--- src/rtl/elink_tx_frame_arbiter.sv ---
// elink_tx_frame_arbiter
// Round-robin frame scheduler sharing the 18-bit TX elink FIFO write port
// between N_REQ requesters. Each frame is SOM, payload words, then EOM.
// Optional feature macro: FRAME_CHECKSUM_EN (EOM carries XOR of the payload).
module elink_tx_frame_arbiter #(
  parameter int N_REQ   = 4,
  parameter int TIMEOUT = 255
) (
  input  logic                  clk,
  input  logic                  rst,
  input  logic                  fifoFLUSH,
  input  logic [N_REQ-1:0]      req,
  input  logic [4*N_REQ-1:0]    req_len,
  input  logic [16*N_REQ-1:0]   req_data,
  input  logic [N_REQ-1:0]      req_valid,
  output logic [N_REQ-1:0]      req_ready,
  output logic [N_REQ-1:0]      grant,
  output logic [17:0]           fifo_din,
  output logic                  fifo_wr_en,
  input  logic                  fifo_full,
  input  logic                  fifo_prog_full,
  output logic                  busy,
  output logic                  err_timeout
);

  typedef enum logic [1:0] {S_IDLE, S_SOM, S_DATA, S_EOM} state_t;

  localparam logic [15:0] TO_LIMIT = 16'(TIMEOUT);

  state_t            r_state;
  logic [3:0]        r_id;
  logic [3:0]        r_len;
  logic [3:0]        r_cnt;
  logic [15:0]       r_wdog;
  logic              r_abort;
  logic [3:0]        r_last_id;
  logic [N_REQ-1:0]  r_grant;

  // Requester views padded to 16 entries so a 4-bit id indexes them exactly
  logic [3:0]        w_len_arr  [16];
  logic [15:0]       w_data_arr [16];
  logic [15:0]       w_valid_arr;
  logic [15:0]       w_req_arr;

  logic              w_found;
  logic [3:0]        w_pick;
  logic [4:0]        w_idx;
  logic [N_REQ-1:0]  w_pick_oh;

  logic              w_wr_en;
  logic [17:0]       w_din;
  logic              w_accept;
  logic              w_ready_data;
  logic              w_cur_valid;
  logic [15:0]       w_cur_data;
  logic [15:0]       w_eom_data;
  logic [15:0]       w_wdog_inc;

  genvar gi;
  generate
    for (gi = 0; gi < 16; gi++) begin : g_slot
      if (gi < N_REQ) begin : g_used
        assign w_len_arr[gi]   = req_len[4*gi +: 4];
        assign w_data_arr[gi]  = req_data[16*gi +: 16];
        assign w_valid_arr[gi] = req_valid[gi];
        assign w_req_arr[gi]   = req[gi];
      end else begin : g_pad
        assign w_len_arr[gi]   = 4'h0;
        assign w_data_arr[gi]  = 16'h0000;
        assign w_valid_arr[gi] = 1'b0;
        assign w_req_arr[gi]   = 1'b0;
      end
    end
    for (gi = 0; gi < N_REQ; gi++) begin : g_port
      assign w_pick_oh[gi] = (w_pick == 4'(gi));
      assign req_ready[gi] = w_ready_data && (r_id == 4'(gi));
    end
  endgenerate

  // Round-robin search starting just after the last served requester
  always_comb begin
    w_found = 1'b0;
    w_pick  = 4'h0;
    w_idx   = 5'h0;
    for (int k = 1; k <= N_REQ; k++) begin
      w_idx = {1'b0, r_last_id} + 5'(k);
      if (w_idx >= 5'(N_REQ)) begin
        w_idx = w_idx - 5'(N_REQ);
      end
      if (!w_found && w_req_arr[w_idx[3:0]]) begin
        w_found = 1'b1;
        w_pick  = w_idx[3:0];
      end
    end
  end

`ifdef FRAME_CHECKSUM_EN
  logic [15:0] r_chk;

  // Running XOR of accepted payload words, cleared while idle or on flush
  always_ff @(posedge clk or negedge rst) begin
    if (!rst) begin
      r_chk <= 16'h0000;
    end else if (fifoFLUSH || (r_state == S_IDLE)) begin
      r_chk <= 16'h0000;
    end else if (w_accept) begin
      r_chk <= r_chk ^ w_cur_data;
    end
  end

  assign w_eom_data = r_abort ? 16'hFFFF : r_chk;
`else
  assign w_eom_data = r_abort ? 16'hFFFF : 16'h0000;
`endif

  assign w_cur_valid  = w_valid_arr[r_id];
  assign w_cur_data   = w_data_arr[r_id];
  assign w_wdog_inc   = r_wdog + 16'd1;
  // Flush also withholds ready so no payload word is consumed unwritten
  assign w_ready_data = (r_state == S_DATA) && !fifo_full && !fifoFLUSH;

  // FIFO write port decode; nothing is written while full or flushing
  always_comb begin
    w_wr_en  = 1'b0;
    w_din    = 18'h0;
    w_accept = 1'b0;
    if (!fifoFLUSH && !fifo_full) begin
      case (r_state)
        S_SOM: begin
          w_wr_en = 1'b1;
          w_din   = {2'b10, r_id, r_len, 8'h00};
        end
        S_DATA: begin
          if (w_cur_valid) begin
            w_wr_en  = 1'b1;
            w_accept = 1'b1;
            w_din    = {2'b00, w_cur_data};
          end
        end
        S_EOM: begin
          w_wr_en = 1'b1;
          w_din   = {2'b01, w_eom_data};
        end
        default: begin
          w_wr_en = 1'b0;
        end
      endcase
    end
  end

  assign fifo_wr_en  = w_wr_en;
  assign fifo_din    = w_din;
  assign grant       = r_grant;
  assign busy        = (r_state != S_IDLE);
  assign err_timeout = (r_state == S_EOM) && w_wr_en && r_abort;

  // Frame sequencer: arbitration, SOM/DATA/EOM progression and watchdog
  always_ff @(posedge clk or negedge rst) begin
    if (!rst) begin
      r_state   <= S_IDLE;
      r_id      <= 4'h0;
      r_len     <= 4'h0;
      r_cnt     <= 4'h0;
      r_wdog    <= 16'h0;
      r_abort   <= 1'b0;
      r_last_id <= 4'(N_REQ - 1);
      r_grant   <= '0;
    end else if (fifoFLUSH) begin
      r_state <= S_IDLE;
      r_cnt   <= 4'h0;
      r_wdog  <= 16'h0;
      r_abort <= 1'b0;
      r_grant <= '0;
    end else begin
      case (r_state)
        S_IDLE: begin
          if (w_found && !fifo_prog_full) begin
            r_id    <= w_pick;
            r_len   <= w_len_arr[w_pick];
            r_grant <= w_pick_oh;
            r_wdog  <= 16'h0;
            r_abort <= 1'b0;
            r_state <= S_SOM;
          end
        end
        S_SOM: begin
          if (!fifo_full) begin
            r_cnt   <= r_len;
            r_state <= (r_len == 4'h0) ? S_EOM : S_DATA;
          end
        end
        S_DATA: begin
          if (w_accept) begin
            r_cnt  <= r_cnt - 4'd1;
            r_wdog <= 16'h0;
            if (r_cnt == 4'd1) begin
              r_state <= S_EOM;
            end
          end else if (!fifo_full) begin
            r_wdog <= w_wdog_inc;
            if (w_wdog_inc == TO_LIMIT) begin
              r_abort <= 1'b1;
              r_state <= S_EOM;
            end
          end
        end
        S_EOM: begin
          if (!fifo_full) begin
            r_last_id <= r_id;
            r_grant   <= '0;
            r_state   <= S_IDLE;
          end
        end
        default: begin
          r_state <= S_IDLE;
        end
      endcase
    end
  end

endmodule

--- config.mk ---
export PLATFORM = sky130hd
export DESIGN_NAME = elink_tx_frame_arbiter
export DESIGN_NICKNAME = d
export VERILOG_FILES = /design/src/rtl/elink_tx_frame_arbiter.sv
export SDC_FILE = /design/constraint.sdc
export NUM_CORES = 1
export LEC_CHECK = 0
export ABC_CLOCK_PERIOD_IN_PS = 4950
export BUFFER_PORTS_ARGS = -buffer_cell sky130_fd_sc_hd__buf_2
export CAP_MARGIN = 40
export CORE_ASPECT_RATIO = 1.5
export CORE_MARGIN = 2
export CORE_UTILIZATION = 55
export CTS_BUF_LIST = sky130_fd_sc_hd__clkbuf_8
export CTS_CLUSTER_DIAMETER = 40
export CTS_CLUSTER_SIZE = 12
export DETAILED_ROUTE_END_ITERATION = 16
export GPL_TIMING_DRIVEN = 0
export PLACE_DENSITY = 0.85
export REMOVE_ABC_BUFFERS = 1
export SYNTH_ARGS = -nofsm -noshare
export SYNTH_HDL_FRONTEND = slang
export SYNTH_SLANG_ARGS = --single-unit
export TNS_END_PERCENT = 50
--- constraint.sdc ---
create_clock -name clk -period 4.95 [get_ports clk]
set_clock_uncertainty 0.05 [all_clocks]
set_input_delay 0.99 -clock clk [delete_from_list [all_inputs] [get_ports clk]]
set_output_delay 0.99 -clock clk [all_outputs]
set_load 0.02 [all_outputs]
Word-level counts from Yosys, hierarchy flattened
Cells that the tools add are included.
Operators by class
  $add $sub $neg: 10
  $mul: 0
  divide/modulo/power cells: 0
  order comparisons: 11
  equal/unequal tests: 21
  shift operators: 0
  multiplexer cells: 66
  bitwise operators: 4
  reductions and logical operators: 35
Operator list (count)
  $mux 16: 8
  $bmux 16 s4: 1
  $mux 4: 16
  $pmux 18 s3: 1
  $pmux 16 s2: 1
  $lt 4x5->1 const B: 5
  $bmux 1 s4: 5
  $ge 5x3->1 const B: 4
  $mux 1: 19
  $mux 18: 1
  $ne 3x3->1 const B: 6
  $add 16x1->16 const B: 1
  $bmux 4 s4: 1
  $eq 16x8->1 const B: 1
  $eq 4x2->1 const B: 4
  $mux 2: 8
  $pmux 4 s2: 2
  $sub 4x3->4 const B: 4
  $reduce_and 3->1: 5
  $logic_and 1x1->1: 13
  $eq 4x1->1 const B: 3
  $logic_not 4->1: 3
  $add 4x2->5 const B: 2
  $ge 5x5->1 const B: 2
  19 further kinds: 31
Word-level totals
  flip-flop bits (word level): 39
  bits in latches: 0
  memory bits (writable): 0
  ROM bits: 0
  input port bits: 93
  output and inout bits: 29
  memories kept: 0

Depth between registers and ports, before layout
  depth after elaboration: 19
  gate-level depth with buffers: 16
  depth with buffers taken out: 12

Least setup slack after synthesis
No wires, ideal clock.
  path type: in2out
  from: input fifoFLUSH
  to: output req_ready[0]
  arrival: 2.332 ns
  data required time: 3.910 ns
  path slack: 1.578 ns
  cell stages on the path: 3
  buffers on the path: 1
  path through: clkbuf_1 or4_1 nor4b_1
Between the ends
  word-level cells in the longest chain between the ends: 3
RTL lines
  from (decl): line 11  | input logic fifoFLUSH,
  $logic_not 1->1: line 120  | assign w_ready_data = (r_state == S_DATA) && !fifo_full && !fifoFLUSH;
  $logic_and 1x1->1: line 120
  $logic_and 1x1->1: line 76  | assign req_ready[gi] = w_ready_data && (r_id == 4'(gi));
  to (decl): line 16  | output logic [N_REQ-1:0] req_ready,
Every way passes these cells.

Worst setup path in the final report
  from: register r_state[0]
  to: output fifo_din[1]
Between the ends
  word-level cells in the longest chain between the ends: 3
RTL lines
  from (decl): line 30  | state_t r_state;
  from (signal assigned): line 189  | r_state <= (r_len == 4'h0) ? S_EOM : S_DATA;
  $eq 2x2->1 or $eq 2x1->1 (tied branches): line 128  | case (r_state)
  $pmux 18 s3 (*): line 128
  $mux 18 (*): line 127  | if (!fifoFLUSH && !fifo_full) begin
  to (decl): line 18  | output logic [17:0] fifo_din,
Every way passes the cells marked *; elsewhere a longest branch is shown, timed or not.

==> results.cfg <==
[status]
status = completed

[clocking]
post_cts_buffers = 0
cts_resized = 0
clk_pin_slew_ns = 0.07
cts_max_path_buffers = 2
htreeDepth = 2
root_buffer = clkbuf_8
ctsHoldBuffers = 0
cts_tree = done
clock-sinks = 39
clk_latency_ns = 0.30
cts_buffers = 5

[grt]
track_usage_pct = 28.5
first_global_vias = 3839
grt_max_degree = 23
grt_pass1_wl_mm = 18.1
antenna_found_initial = 0
grt_overflow = 0

[setup_path]
worst-setup-path-type = flip-flop to output pin
path_max_fanout = 19
startpoint = r_state[0]
cp_data_arrival_time_ns = 3.23
cp-start-kind = flip-flop
max_stage_delay_ns = 0.65
worst_ep_required_time_ns = 3.91
crit_family = simple AND/OR/NAND/NOR gates
worstSetupEndpointType = output pin
cpMaxStageDelayCell = and2_1
r2r-start = r_last_id[2]
worst-path-buf-inv = 2
cp_cell_sequence = inv_1, ha_1, nor3b_1, and2_1, nand2_1, a21oi_1, buf_2

[layout]
drive_gt1_share_pct = 32.7
antenna_cells = 0
nets = 667
final_common_cell = buf_2
stdcell_area_mm2 = 0.00471
final_cell_mix = 121 x buf_2, 45 x nand2_1, 37 x dfrtp_1
syn2layout_area_growth_pct = 17.2

[placement]
placed_area_mm2 = 0.00463
io_buffers = 121
dp_hpwl_mm = 8.81
gp_congestion = 0.950

[sta]
tightest_slew_ns = 0.890
hold_violations = 0
slew_headroom_pct = 40.6
period_needed_ns = 4.27
rsz0062_at_grt = no
maxClockFrequency_mhz = 234
fin_setup_tns_ns = 0
post-route-period-util_pct = 86.2
maxSlewViolCount = 0
finalSetupViolations = 0

[logic_synthesis]
synth_ff_type = dfrtp_1
synth-edff-count = 0
synth-warning-count = 0
synth.cell_area_mm2 = 0.00402
syn_area_per_cell_um2 = 8.85
synthArstFlopShare_pct = 100
synthTopCellsByArea = dfrtp_1 23%, mux4_2 10%, ha_1 7.8%, nand2_1 4.2%, nor2_1 3.3%
synthCells = 454
ys_types = 71
yosysSeqAreaShare_pct = 24.4
synth-seq-cells = 39
synth_top_cell_by_area = dfrtp_1
yosysTopAreaCellShare_pct = 23.0

[die]
fp.coreArea_mm2 = 0.00718
dieHeight_um = 109
io_pins = 122
initial_core_util_pct = 56.0
rows = 38
die_area_mm2 = 0.00802
die_w_um = 73.8

[pwr]
power.leakage_uw = 0.00210
p_per_area_mw_per_mm2 = 568
ir_drop_uv = 521
total_power_uw = 2670

[drt]
drt_pass1_iterations = 5
drc = 0
drtIter0Drc = 420
wl_mm = 11.3
vias = 3999
vias_per_cell = 6.15
wl_per_cell_um = 17.4
ant_nets = 0

[worst_hold_path]
hp-start = grant[3]
hold_path_class = flip-flop to flip-flop

[flow_run]
max-cap-violations = 0
-- power by group --
group	switching, uW	internal, uW	total (uW)
clock network	113	94.0	207
registers	163	398	560
logic	1100	806	1910
total	1380	1300	2670
-- flip-flops by register name, summed over array words and instances, names as in the netlist --
signal	cells
r_len	4
r_id	4
r_wdog	16
r_cnt	4
r_abort	1
r_state	2
grant	4
r_last_id	4
-- stage by stage --
stage | cells | util (%) | worst slack (ns) | hold WS (ns)
final | 650 | 65.6 | 0.681 | 0.444
after global routing | 650 | 65.6 | 0.430 | 0.459
after CTS | 650 | 65.6 | 0.777 | 0.450
after detailed placement | 642 | 64.5 | 1.07 | 0.431
after global placement | 640 | 63.7 | 1.07 | 0.426
after floorplan | 419 | - | 1.58 | 0.414
-- worst paths after layout --
| path | endpoint | cells after the start | slack (ns) |
|---|---|---|---|
| min | grant[3] | 1 | 0.44 |
| min in group asynchronous | r_wdog[7] | 1 | 0.58 |
| max | fifo_din[1] | 7 | 0.68 |
| min reg2reg | grant[3] | 1 | 0.44 |
| max in group asynchronous | r_last_id[0] | 2 | 3.71 |
| max reg2reg | r_wdog[14] | 11 | 0.97 |
-- layout make-up --
class | count | area (um2)
clock inverter | 3 | 11.3
timing repair buffer | 123 | 661
inverter | 25 | 93.8
fill | 588 | 2470
sequential | 39 | 978
clock buffer | 5 | 68.8
tap | 100 | 125
multi-input combinational | 355 | 2770
-- cells in the mapped netlist (all sizes together) (6+ instances only) --
cell type   n
a21oi      23
nor3        8
mux4       18
inv        25
mux2i       6
mux2       12
nor2       36
a211oi     12
a221oi      9
nand2      45
o21ai      29
o31ai      20
buf        19
and2        8
ha         25
clkbuf     16
a222oi      8
dfrtp      37
nor2b       6
nor4        8
nand3      11
-- metal layers --
layer / part of all wire, % / GRT usage [%]
met1: 39 / 35.8
met5: 0 / 0
met2: 53 / 49.4
met3: 5.0 / 3.79
met4: 2.6 / 10.4
-- kinds of logic after synthesis --
logic type      Yosys count  synth area share, %
simple gates            156                 20.4
compound gates          132                 24.4
buf+inv                  60                 6.70
flops                    39                 24.4
mux                      36                 15.0
fa+ha+maj                25                 7.79
xor+xnor                  6                 1.31
Power figures use the tool's default switching activity.
